==> config.mk <==
export PLATFORM = sky130hd
export DESIGN_NAME = rounding_exp_decoder
export DESIGN_NICKNAME = d
export VERILOG_FILES = /design/src/rtl/rounding_exp_decoder.sv
export SDC_FILE = /design/constraint.sdc
export NUM_CORES = 1
export LEC_CHECK = 0
export ABC_CLOCK_PERIOD_IN_PS = 3590
export CAP_MARGIN = 30
export CELL_PAD_IN_SITES_DETAIL_PLACEMENT = 1
export CELL_PAD_IN_SITES_GLOBAL_PLACEMENT = 1
export CORE_UTILIZATION = 35
export CTS_CLUSTER_SIZE = 14
export DETAILED_ROUTE_END_ITERATION = 10
export HOLD_SLACK_MARGIN = 0.03
export PLACE_DENSITY_LB_ADDON = 0.15
export SYNTH_ARGS = -nofsm -noshare
export SYNTH_HDL_FRONTEND = slang
export SYNTH_SLANG_ARGS = --single-unit
==> constraint.sdc <==
create_clock -name clk -period 3.59 [get_ports clk]
set_input_delay 1.077 -clock clk [delete_from_list [all_inputs] [get_ports clk]]
set_output_delay 1.077 -clock clk [all_outputs]
set_load 0.03 [all_outputs]
==> src/rtl/rounding_exp_decoder.sv <==
// Two-stage valid/ready decoder that turns a one-hot rounded operand 2^K into K,
// flagging zero and malformed (multi-hot) operands and counting malformed results.
module rounding_exp_decoder #(
    parameter int WIDTH      = 16,
    parameter int LOG2_WIDTH = 4
) (
    input  logic                  clk,
    input  logic                  rst,
    input  logic                  in_valid,
    output logic                  in_ready,
    input  logic [WIDTH:0]        Ar,
    output logic                  out_valid,
    input  logic                  out_ready,
    output logic [LOG2_WIDTH:0]   K_out,
    output logic                  zero,
    output logic                  err,
    output logic [15:0]           err_count
);

    logic                 r_vld_p1;
    logic [WIDTH:0]       r_ar_p1;
    logic                 r_vld_p2;
    logic [LOG2_WIDTH:0]  r_k_p2;
    logic                 r_zero_p2;
    logic                 r_err_p2;
    logic [15:0]          r_err_cnt;

    logic                 w_s1_adv;
    logic                 w_in_hs;
    logic                 w_out_hs;

    function automatic logic [LOG2_WIDTH:0] f_msb_idx(input logic [WIDTH:0] a);
        logic [LOG2_WIDTH:0] k;
        k = '0;
        for (int i = 0; i <= WIDTH; i++) begin
            if (a[i]) k = i[LOG2_WIDTH:0];
        end
        return k;
    endfunction

    // Clearing the lowest set bit leaves something only if more than one bit was set.
    function automatic logic f_multi_hot(input logic [WIDTH:0] a);
        return (a & (a - {{WIDTH{1'b0}}, 1'b1})) != '0;
    endfunction

    function automatic logic [15:0] f_sat_inc(input logic [15:0] c);
        return (c == 16'hFFFF) ? c : c + 16'd1;
    endfunction

    assign w_s1_adv = r_vld_p1 && (!r_vld_p2 || out_ready);
    assign in_ready = !r_vld_p1 || w_s1_adv;
    assign w_in_hs  = in_valid && in_ready;
    assign w_out_hs = r_vld_p2 && out_ready;

    // Stage 1: operand capture
    always_ff @(posedge clk or posedge rst) begin
        if (rst) begin
            r_vld_p1 <= 1'b0;
        end else if (w_in_hs) begin
            r_vld_p1 <= 1'b1;
        end else if (w_s1_adv) begin
            r_vld_p1 <= 1'b0;
        end
    end

    always_ff @(posedge clk) begin
        if (w_in_hs) r_ar_p1 <= Ar;
    end

    // Stage 2: registered decode, held while downstream stalls
    always_ff @(posedge clk or posedge rst) begin
        if (rst) begin
            r_vld_p2  <= 1'b0;
            r_k_p2    <= '0;
            r_zero_p2 <= 1'b0;
            r_err_p2  <= 1'b0;
        end else if (w_s1_adv) begin
            r_vld_p2  <= 1'b1;
            r_k_p2    <= f_msb_idx(r_ar_p1);
            r_zero_p2 <= (r_ar_p1 == '0);
            r_err_p2  <= f_multi_hot(r_ar_p1);
        end else if (out_ready) begin
            r_vld_p2  <= 1'b0;
        end
    end

    always_ff @(posedge clk or posedge rst) begin
        if (rst) begin
            r_err_cnt <= 16'd0;
        end else if (w_out_hs && r_err_p2) begin
            r_err_cnt <= f_sat_inc(r_err_cnt);
        end
    end

    assign out_valid = r_vld_p2;
    assign K_out     = r_k_p2;
    assign zero      = r_zero_p2;
    assign err       = r_err_p2;
    assign err_count = r_err_cnt;

endmodule

==> impl.org, run 1 <==
** STA
- Across the routed clock network, the largest skew measured is 0.00508 ns.
- Max-slew headroom at the worst pin :: 70.4%
- The count of endpoints failing hold in the final timing report came to 0.
- Final worst hold slack :: approximately 0.5 ns
- Share of the cycle needed by the critical path after routing :: between 90% and 100%
- Final worst-path setup slack :: roughly 0.073 ns
- Setup violations remaining at the end of the flow were counted as 0.
- Setup total negative slack on the finished layout was measured at 0 ns.
- Max Clk Rate :: between 200 and 300 MHz
- At the pin with the least slew margin, the transition time is between 0.4 and 0.5 ns.
- The number of slew-limit violations in the final report is 0.
- Unrepaired setup endpoints after global routing :: false
- Tmin final :: 3.52 ns

** Drt
- In the routed layout, each cell is associated on average with a via count of around 5.1.
- In the final routed layout, each cell accounts on average for between 15 and 20 um.
- The routed layout has about 1500 vias.
- Initial drt markers :: 66
- Antenna Violating Nets Remaining :: 0
- In the routed design, unresolved DRC markers number 0.
- First drt pass iteration count :: 4
- Total Routed Length :: roughly 4600 um

** Yosys
- Yosys printed 0 warnings.
- Count of flip-flops with a built-in enable after synthesis :: 17
- Ys async rst share :: about three fifths
- Mapped Avg Cell Area :: roughly 12 um^2
- Net count of the mapped netlist :: 189
- In this run, distinct cell masters in the synthesized netlist total 39.
- Cells after synthesis :: around 170
- Number of synthesized register bits :: 42
- Dominant synthesized flop cell :: sky130_fd_sc_hd__dfrtp_1
- Top cells by area, synth :: sky130_fd_sc_hd__dfrtp_1, sky130_fd_sc_hd__edfxtp_1, sky130_fd_sc_hd__xnor2_1, sky130_fd_sc_hd__nor4_4, sky130_fd_sc_hd__nand2_1
- After synthesis, flip-flops and latches occupy 57.9% of the total area.
- Post-synth design cell area :: roughly 2000 um^2
- Post-synthesis cell type with the largest combined area :: sky130_fd_sc_hd__dfrtp_1
- Fraction of post-synthesis cell area in the top cell type by area :: 31.9%

** Pwr
- Worst IR Drop VDD :: 283 uV
- For this design the ratio of total power to cell area is between 400 and 500 nW/um^2.
- Share of total power in sequential cells :: roughly half
- Total power :: approximately 1.3 mW
- Clock network fraction of design power :: between 20% and 30%
- Switching share of total power :: 32.7%
- The analysis attributes to cell leakage a power of 0.972 nW.
- For this design the total switching power over the nets is just over 400 uW.
- Per report_power, the combinational group accounts for between 20% and 30% of the total.
- The internal portion of the total power is approximately 850 uW.

** Worst setup path
- Largest incremental delay on the critical path :: ~0.70 ns
- Worst path most repeated cell :: sky130_fd_sc_hd__clkdlybuf4s50_1
- Cell breakdown of the critical path :: clkdlybuf4s50_1 > nand3b_1 > clkdlybuf4s50_1
- Critical Path Sink Type :: output port
- Crit path required time :: roughly 2.5 ns
- WP data arrival :: 2.44 ns
- Worst flop-to-flop path startpoint :: r_ar_p1[4]
- The worst setup path is launched from a primary input.
- Along the worst path, the maximum fanout reaches 3.
- The largest individual stage delay along the critical path comes from the cell sky130_fd_sc_hd__clkdlybuf4s50_1.
- The cell family contributing the most delay on the critical path is buffers and inverters.
- The critical path is of the in -> out type.
- Worst setup slack for register-to-register paths :: 1.71 ns
- Worst R2R End :: err
- Crit path buf inv count :: 2
- Length in cells of the worst reg-to-reg path :: 6

** Worst hold path
- Worst min-delay path category :: reg -> reg
- Counting instances, the worst hold path has a depth of 2.
- The startpoint identified for the worst hold timing path is K_out[3].
- Worst hold path endpoint :: K_out[3]

** Clock tree
- In this run, post-CTS hold repair placed 0 buffers.
- Clock tree synthesis selected as its root buffer the cell sky130_fd_sc_hd__clkbuf_8.
- TritonCTS built the clock tree.
- Clock buffers created by TritonCTS :: 5
- Clock-pin slew was measured on the worst setup and hold paths at approximately 0.080 ns.
- The clock tree synthesis step divided the H-tree into 2 levels.
- Clk sinks :: 42
- For the worst-skew pair, the clock arrives at the later sink with an insertion delay of roughly 0.29 ns.
- Post-CTS timing repair inserted 0 buffers for setup.
- Cells resized by post-CTS repair :: 0
- Longest Clk Path Bufs :: 2

** Global routing
- The via count of the first global-routing pass came to around 1500.
- Global routing used approximately 21% of the available met1 tracks.
- Global routing consumed, on the met3 layer, just under 4% of the routing resources.
- Met2 capacity usage during global routing :: around 28%
- The global routing stage identified its most utilized layer as met2.
- First-pass GRT wire length :: 7780 um
- Summed over all layers, the global routing overflow is 0.
- Pin count of the biggest net entering global routing :: 26
- In the global route stage, overall resource usage came out at between 10% and 20%.
- The initial antenna violation count is 0.

** Final layout
- Layout-stage area growth over the synthesis result :: 33.0%
- Leaving out filler cells and counting taps, the final layout contains slightly below 300.
- Fraction of layout cells with a size suffix above 1 :: 9.09%
- 0 antenna diodes ended up in the layout.
- Layout net count :: ~240

** Placed design
- Place WS :: ~0.085 ns
- Post-detailed-placement half-perimeter wirelength :: 3550 um
- Placed Instances :: between 200 and 300
- Routability cong. :: between 0.9 and 1
- Input and output buffers added on the ports amount to 45.

** Floorplan
- For this configuration, the core starts out at a cell density of between 30% and 40%.
- Number of core rows :: 26
- The die covers about 6000 um^2.
- Total I/O pin count :: 46
- The core region is 5240 um^2.
- From bottom edge to top edge, the die measures 76.9 um.
- Die width :: 76.9 um

** Status
- The flow ran to the end, and the final reports show no timing, DRC or antenna violations.

** Job
- Max-cap violations in this run came to 0.
[metal layers]
metal	up-vias	share of wire, %
met1	711	46
met2	38	49
met5	-	0
met3	9	3.4
li1	716	-
met4	0	1.6
[cell usage in the layout (no fill, tap or decap), types with 2 or more instances in the layout]
cell type	synthesis	final
sky130_fd_sc_hd__nor3_1	7	7
sky130_fd_sc_hd__edfxtp_1	17	17
sky130_fd_sc_hd__nor4_4	3	3
sky130_fd_sc_hd__or3_1	2	2
sky130_fd_sc_hd__nor4_1	2	2
sky130_fd_sc_hd__dfrtp_1	25	25
sky130_fd_sc_hd__nor2_1	11	11
sky130_fd_sc_hd__o31ai_1	6	6
sky130_fd_sc_hd__o21ai_0	5	5
sky130_fd_sc_hd__inv_1	6	6
sky130_fd_sc_hd__nor3_2	3	3
sky130_fd_sc_hd__nand2_1	14	14
sky130_fd_sc_hd__xnor2_1	9	9
sky130_fd_sc_hd__nand3_1	8	8
sky130_fd_sc_hd__clkbuf_8	0	5
sky130_fd_sc_hd__xor2_1	5	5
sky130_fd_sc_hd__a211oi_1	3	3
sky130_fd_sc_hd__clkbuf_1	1	2
sky130_fd_sc_hd__nand2b_1	4	4
sky130_fd_sc_hd__a21oi_1	7	7
sky130_fd_sc_hd__nand4_1	4	4
sky130_fd_sc_hd__nor4_2	2	2
sky130_fd_sc_hd__and3_1	6	6
sky130_fd_sc_hd__clkdlybuf4s50_1	0	45
[cell type report]
class | instances | area (um^2)
repair buffers | 47 | 485
inverters | 6 | 22.5
clock inverters | 1 | 7.51
clock buffers | 7 | 76.3
fillers | 554 | 2630
multi-input cells | 117 | 795
well taps | 70 | 87.6
flip-flops and latches | 42 | 1140
[synth_stat cells, drive strengths merged, types with 2 or more instances]
master  number
and3         6
nor2        11
nand4        4
edfxtp      17
dfrtp       25
a211oi       3
o31ai        6
nor3        10
xor2         5
or3          2
o21ai        6
xnor2        9
nand2       15
a21oi        8
nor4         7
inv          6
nand3        9
nand2b       5
[sequential cells by signal, indices dropped and copies added (netlist names)]
| register | cells |
|---|---|
| r_ar_p1 | 17 |
| K_out | 5 |
| zero | 1 |
| err | 1 |
| out_valid | 1 |
| err_count | 16 |
| r_vld_p1 | 1 |
[tightest hold or removal path, stage by stage (launching register included)]
cell and delay (ns):
sky130_fd_sc_hd__dfrtp_1 0.35, sky130_fd_sc_hd__nand2_1 0.05, sky130_fd_sc_hd__o31ai_1 0.05
[kinds of logic (layout without fill, tap and decap cells)]
| group | after synthesis | in the layout | synth area share (%) |
|---|---|---|---|
| simple gates | 71 | 71 | 22.4 |
| flops | 42 | 42 | 57.9 |
| compound gates | 29 | 29 | 10.1 |
| xor+xnor | 14 | 14 | 6.25 |
| buf+inv | 8 | 61 | 1.59 |
| fa+ha+maj | 2 | 2 | 1.15 |
| mux | 1 | 1 | 0.574 |
[power by group through the flow]
stage | registers, mW | clock network, mW | logic [mW]
floorplan | 0.712 | 0 | 0.101
global placement | 0.634 | 0 | 0.316
detailed placement | 0.642 | 0 | 0.328
CTS | 0.633 | 0.314 | 0.329
global route | 0.645 | 0.329 | 0.355
finish | 0.632 | 0.299 | 0.327
[worst max-delay path by stage]
stage / from / endpoint / depth (start not counted)
global route: out_ready / in_ready / 3
finish: out_ready / in_ready / 3
detailed placement: out_ready / in_ready / 3
CTS: out_ready / in_ready / 3
floorplan: out_ready / in_ready / 1
global placement: out_ready / in_ready / 3
[metrics by stage]
stage	instance area, um^2	util, %
2_1_floorplan	1960	-
5_1_grt	2610	49.8
3_5_place_dp	2500	47.7
3_3_place_gp	2500	47.7
6_report	2610	49.8
4_1_cts	2580	49.3
No activity file was read; power rests on OpenSTA's default activity.
==> inputs of run 2 (changes only) <==
--- a/config.mk
+++ b/config.mk
@@ -5,10 +5,11 @@
 export SDC_FILE = /design/constraint.sdc
 export NUM_CORES = 1
 export LEC_CHECK = 0
-export ABC_CLOCK_PERIOD_IN_PS = 3590
+export ABC_CLOCK_PERIOD_IN_PS = 4300
 export CAP_MARGIN = 30
 export CELL_PAD_IN_SITES_DETAIL_PLACEMENT = 1
 export CELL_PAD_IN_SITES_GLOBAL_PLACEMENT = 1
+export CORE_MARGIN = 1.5
 export CORE_UTILIZATION = 35
 export CTS_CLUSTER_SIZE = 14
 export DETAILED_ROUTE_END_ITERATION = 10
==> constraint.sdc (replaced) <==
create_clock -name clk -period 4.3 [get_ports clk]
set_input_delay 1.29 -clock clk [delete_from_list [all_inputs] [get_ports clk]]
set_output_delay 1.29 -clock clk [all_outputs]
set_load 0.03 [all_outputs]
==> run 2 against run 1 <==
Routed wire length down 7.6%; count of clock-buffer cells in the layout down 1; die area up 2.6%; via count up 0.75%; global-route usage down 2.0 points; clock power down 18%; total power down 17%; flip-flop and latch count unchanged; critical path type unchanged; largest cell class unchanged.
==> impl.org, run 2 (same netlist as run 1, synthesis figures left out) <==
** Floorplan
- Number of core rows :: 27
- Total I/O pin count :: 46
- The floorplan step set the die width to roughly 78 um.
- In this run the standard cell core region covers roughly 5500 um^2.
- For this configuration, the core starts out at a cell density of roughly 36%.
- In this run the vertical extent of the chip is 77.9 um.
- The floorplan step defined a die boundary enclosing slightly above 6000 um^2.

** Pwr
- The analysis attributes to cell leakage a power of slightly below 1 nW.
- Dividing total power by cell area gives a power density of ~400 nW/um^2.
- Total power :: around 1.0 mW
- Worst IR Drop VDD :: 171 uV

** Global routing
- Entering global routing, the biggest net connects 26 pins.
- Antenna violations before repair :: 0
- Global routing consumed, over all layers together, between 10% and 20% of the routing resources.
- Global routing used 26.4% of the available met2 tracks.
- The via count of the first global-routing pass came to roughly 1500.
- GR Overflow Total :: 0
- First-pass GRT wire length :: slightly above 7000 um
- Global routing used 4.12% of the available met3 tracks.
- Met1 Usage GRT :: between 10% and 20%
- Peak-usage layer in the global routing report :: met2

** Final layout
- Layout net count :: 240
- Number of filler instances in the final layout :: about 600
- Register with the highest flop count :: r_ar_p1
- Of the cells placed in the final design, the portion with a size suffix greater than 1 is under 10%.
- Layout-stage area growth over the synthesis result :: 32.7%
- The library cells used most frequently in the layout, excluding fill and tap cells, are sky130_fd_sc_hd__clkdlybuf4s50_1, sky130_fd_sc_hd__dfrtp_1, sky130_fd_sc_hd__edfxtp_1, sky130_fd_sc_hd__nand2_1, sky130_fd_sc_hd__nor2_1.
- The repair_antennas step left the layout with diodes totalling 0.
- Leading cell type in the layout, fill and taps excluded :: sky130_fd_sc_hd__clkdlybuf4s50_1
- Flip-flop count of the largest register after layout :: 17

** Worst setup path
- Length in cells of the worst reg-to-reg path :: 6
- Launching element type of the critical path :: primary input
- WP data arrival :: 2.65 ns
- By startpoint and endpoint, the worst setup path is classified as in -> out.
- Crit path required time :: around 3.0 ns
- Critical Path Sink Type :: output port
- Worst flop-to-flop path startpoint :: r_ar_p1[4]
- Of all nets on the critical path, the largest fanout is 3.
- The endpoint identified for the worst register-to-register timing path is err.
- Worst setup slack for register-to-register paths :: approximately 2.4 ns

** STA
- Setup violations remaining at the end of the flow were counted as 0.
- Final worst hold slack :: 0.490 ns
- At the pin with the least slew margin, the transition time is between 0.7 and 0.8 ns.
- Unrepaired setup endpoints after global routing :: false
- Count of final max-slew check failures :: 0
- After layout, the worst path uses approximately 92% of the clock period.
- Max Clk Rate :: between 200 and 300 MHz
- Max-slew headroom at the worst pin :: between 50 and 60%
- Tmin final :: a little under 4 ns
- After routing, the total negative slack on setup checks comes to 0 ns.
- Endpoints failing hold :: 0
- On the final layout, the worst clock skew is about 0.0043 ns.

** Drt
- For this block, the initial DRC count from the detailed router was 43.
- Per-cell routed wire length :: 14.5 um
- Overall via count from detail_route :: between 1000 and 1500
- In the routed layout, each cell is associated on average with a via count of 5.10.
- For this run, design rule violations remaining after detail routing come to 0.
- In this run the remaining antenna-violating nets after routing total 0.
- First drt pass iteration count :: 4
- The final layout contains routed wiring with a total length of roughly 4200 um.

** Clock tree
- Clock tree from TritonCTS :: done
- Clock input transition at the sequential cells of the worst setup and hold paths :: roughly 0.08 ns
- Clock latency on the worst-skew pair, taken at its later pin, is 0.29 ns.
- In this run the clock root is driven by a sky130_fd_sc_hd__clkbuf_8.
- In this run, post-CTS repair resized a total of 0 instances.
- Count of hold buffers inserted by post-cts repair :: 0
- In this run the post-CTS setup repair buffer count came out at 0.
- Clk sinks :: between 40 and 50
- Counting the buffers created by CTS gives 5.
- H-tree levels :: 2
- Longest Clk Path Bufs :: 2

** Job
- The tool flagged a number of max-cap violations equal to 0.

** Worst hold path
- Worst hold path endpoint :: K_out[3]
- The worst hold path passes through 2 cells.
- In this run the worst hold path is classified as reg -> reg.
- The worst hold path begins at K_out[3].

** Status
- Outcome :: completed

** Placed design
- Routability cong. :: slightly below 0.8
- Once detailed placement completed, the half-perimeter wirelength came to 3210 um.
- In this run the tool buffered the top-level ports with 45 buffer cells.
==> run 2: cell types whose count changed in the layout (fill, tap and decap cells not counted), sizes merged <==
cell / delta
clkinv: +2
buf: -1
clkinvlp: -1
clkbuf: -1
==> run 2: cell type report <==
type                    count  area, um^2  share of cell area (%)
repair buffers             46         478                    18.4
clock inverters             2        8.76                   0.337
inverters                   6        22.5                   0.865
clock buffers               6        72.6                    2.79
flip-flops and latches     42        1140                    43.7
well taps                  72        90.1                    3.46
multi-input cells         117         795                    30.5
==> run 2: worst max path at each step <==
stage               from  cells after the start       end  slack (ns)
3_3_place_gp   out_ready                      3  in_ready        0.41
6_report       out_ready                      3  in_ready        0.36
5_1_grt        out_ready                      3  in_ready        0.31
2_1_floorplan  out_ready                      1  in_ready        1.37
4_1_cts        out_ready                      3  in_ready        0.36
3_5_place_dp   out_ready                      3  in_ready        0.37
==> run 2: through the flow <==
| stage | utilization, % | cells | worst slack [ns] | cell area [um^2] |
|---|---|---|---|---|
| 2_1_floorplan | - | 167 | 1.37 | 1960 |
| 3_3_place_gp | 45.6 | 282 | 0.410 | 2490 |
| 3_5_place_dp | 45.6 | 282 | 0.368 | 2490 |
| 4_1_cts | 47.1 | 290 | 0.362 | 2570 |
| 5_1_grt | 47.6 | 291 | 0.313 | 2600 |
| 6_report | 47.6 | 291 | 0.359 | 2600 |
==> run 2: routing by layer <==
layer,routed length [um],share of wire [%],vias to the layer above
met5,0,0,-
li1,-,-,713
met2,2240,53,32
met1,1710,41,730
met4,104,2.5,0
met3,164,3.9,10
==> run 2: power breakdown <==
part / switching [mW] / internal, mW
Clock: 0.132 / 0.112
Combinational: 0.145 / 0.122
Sequential: 0.0589 / 0.468
Total: 0.337 / 0.702
==> run 2: critical path: stages <==
cell	delay (ns)
sky130_fd_sc_hd__clkdlybuf4s50_1	0.51
sky130_fd_sc_hd__nand3b_1	0.16
sky130_fd_sc_hd__clkdlybuf4s50_1	0.69
==> inputs of run 3 (changes only) <==
--- a/config.mk
+++ b/config.mk
@@ -15,6 +15,7 @@
 export DETAILED_ROUTE_END_ITERATION = 10
 export HOLD_SLACK_MARGIN = 0.03
 export PLACE_DENSITY_LB_ADDON = 0.15
+export SKIP_CTS_REPAIR_TIMING = 1
 export SYNTH_ARGS = -nofsm -noshare
 export SYNTH_HDL_FRONTEND = slang
 export SYNTH_SLANG_ARGS = --single-unit
==> results of run 3 <==
No change in the layout: final DEF, timing and power equal those of run 2.
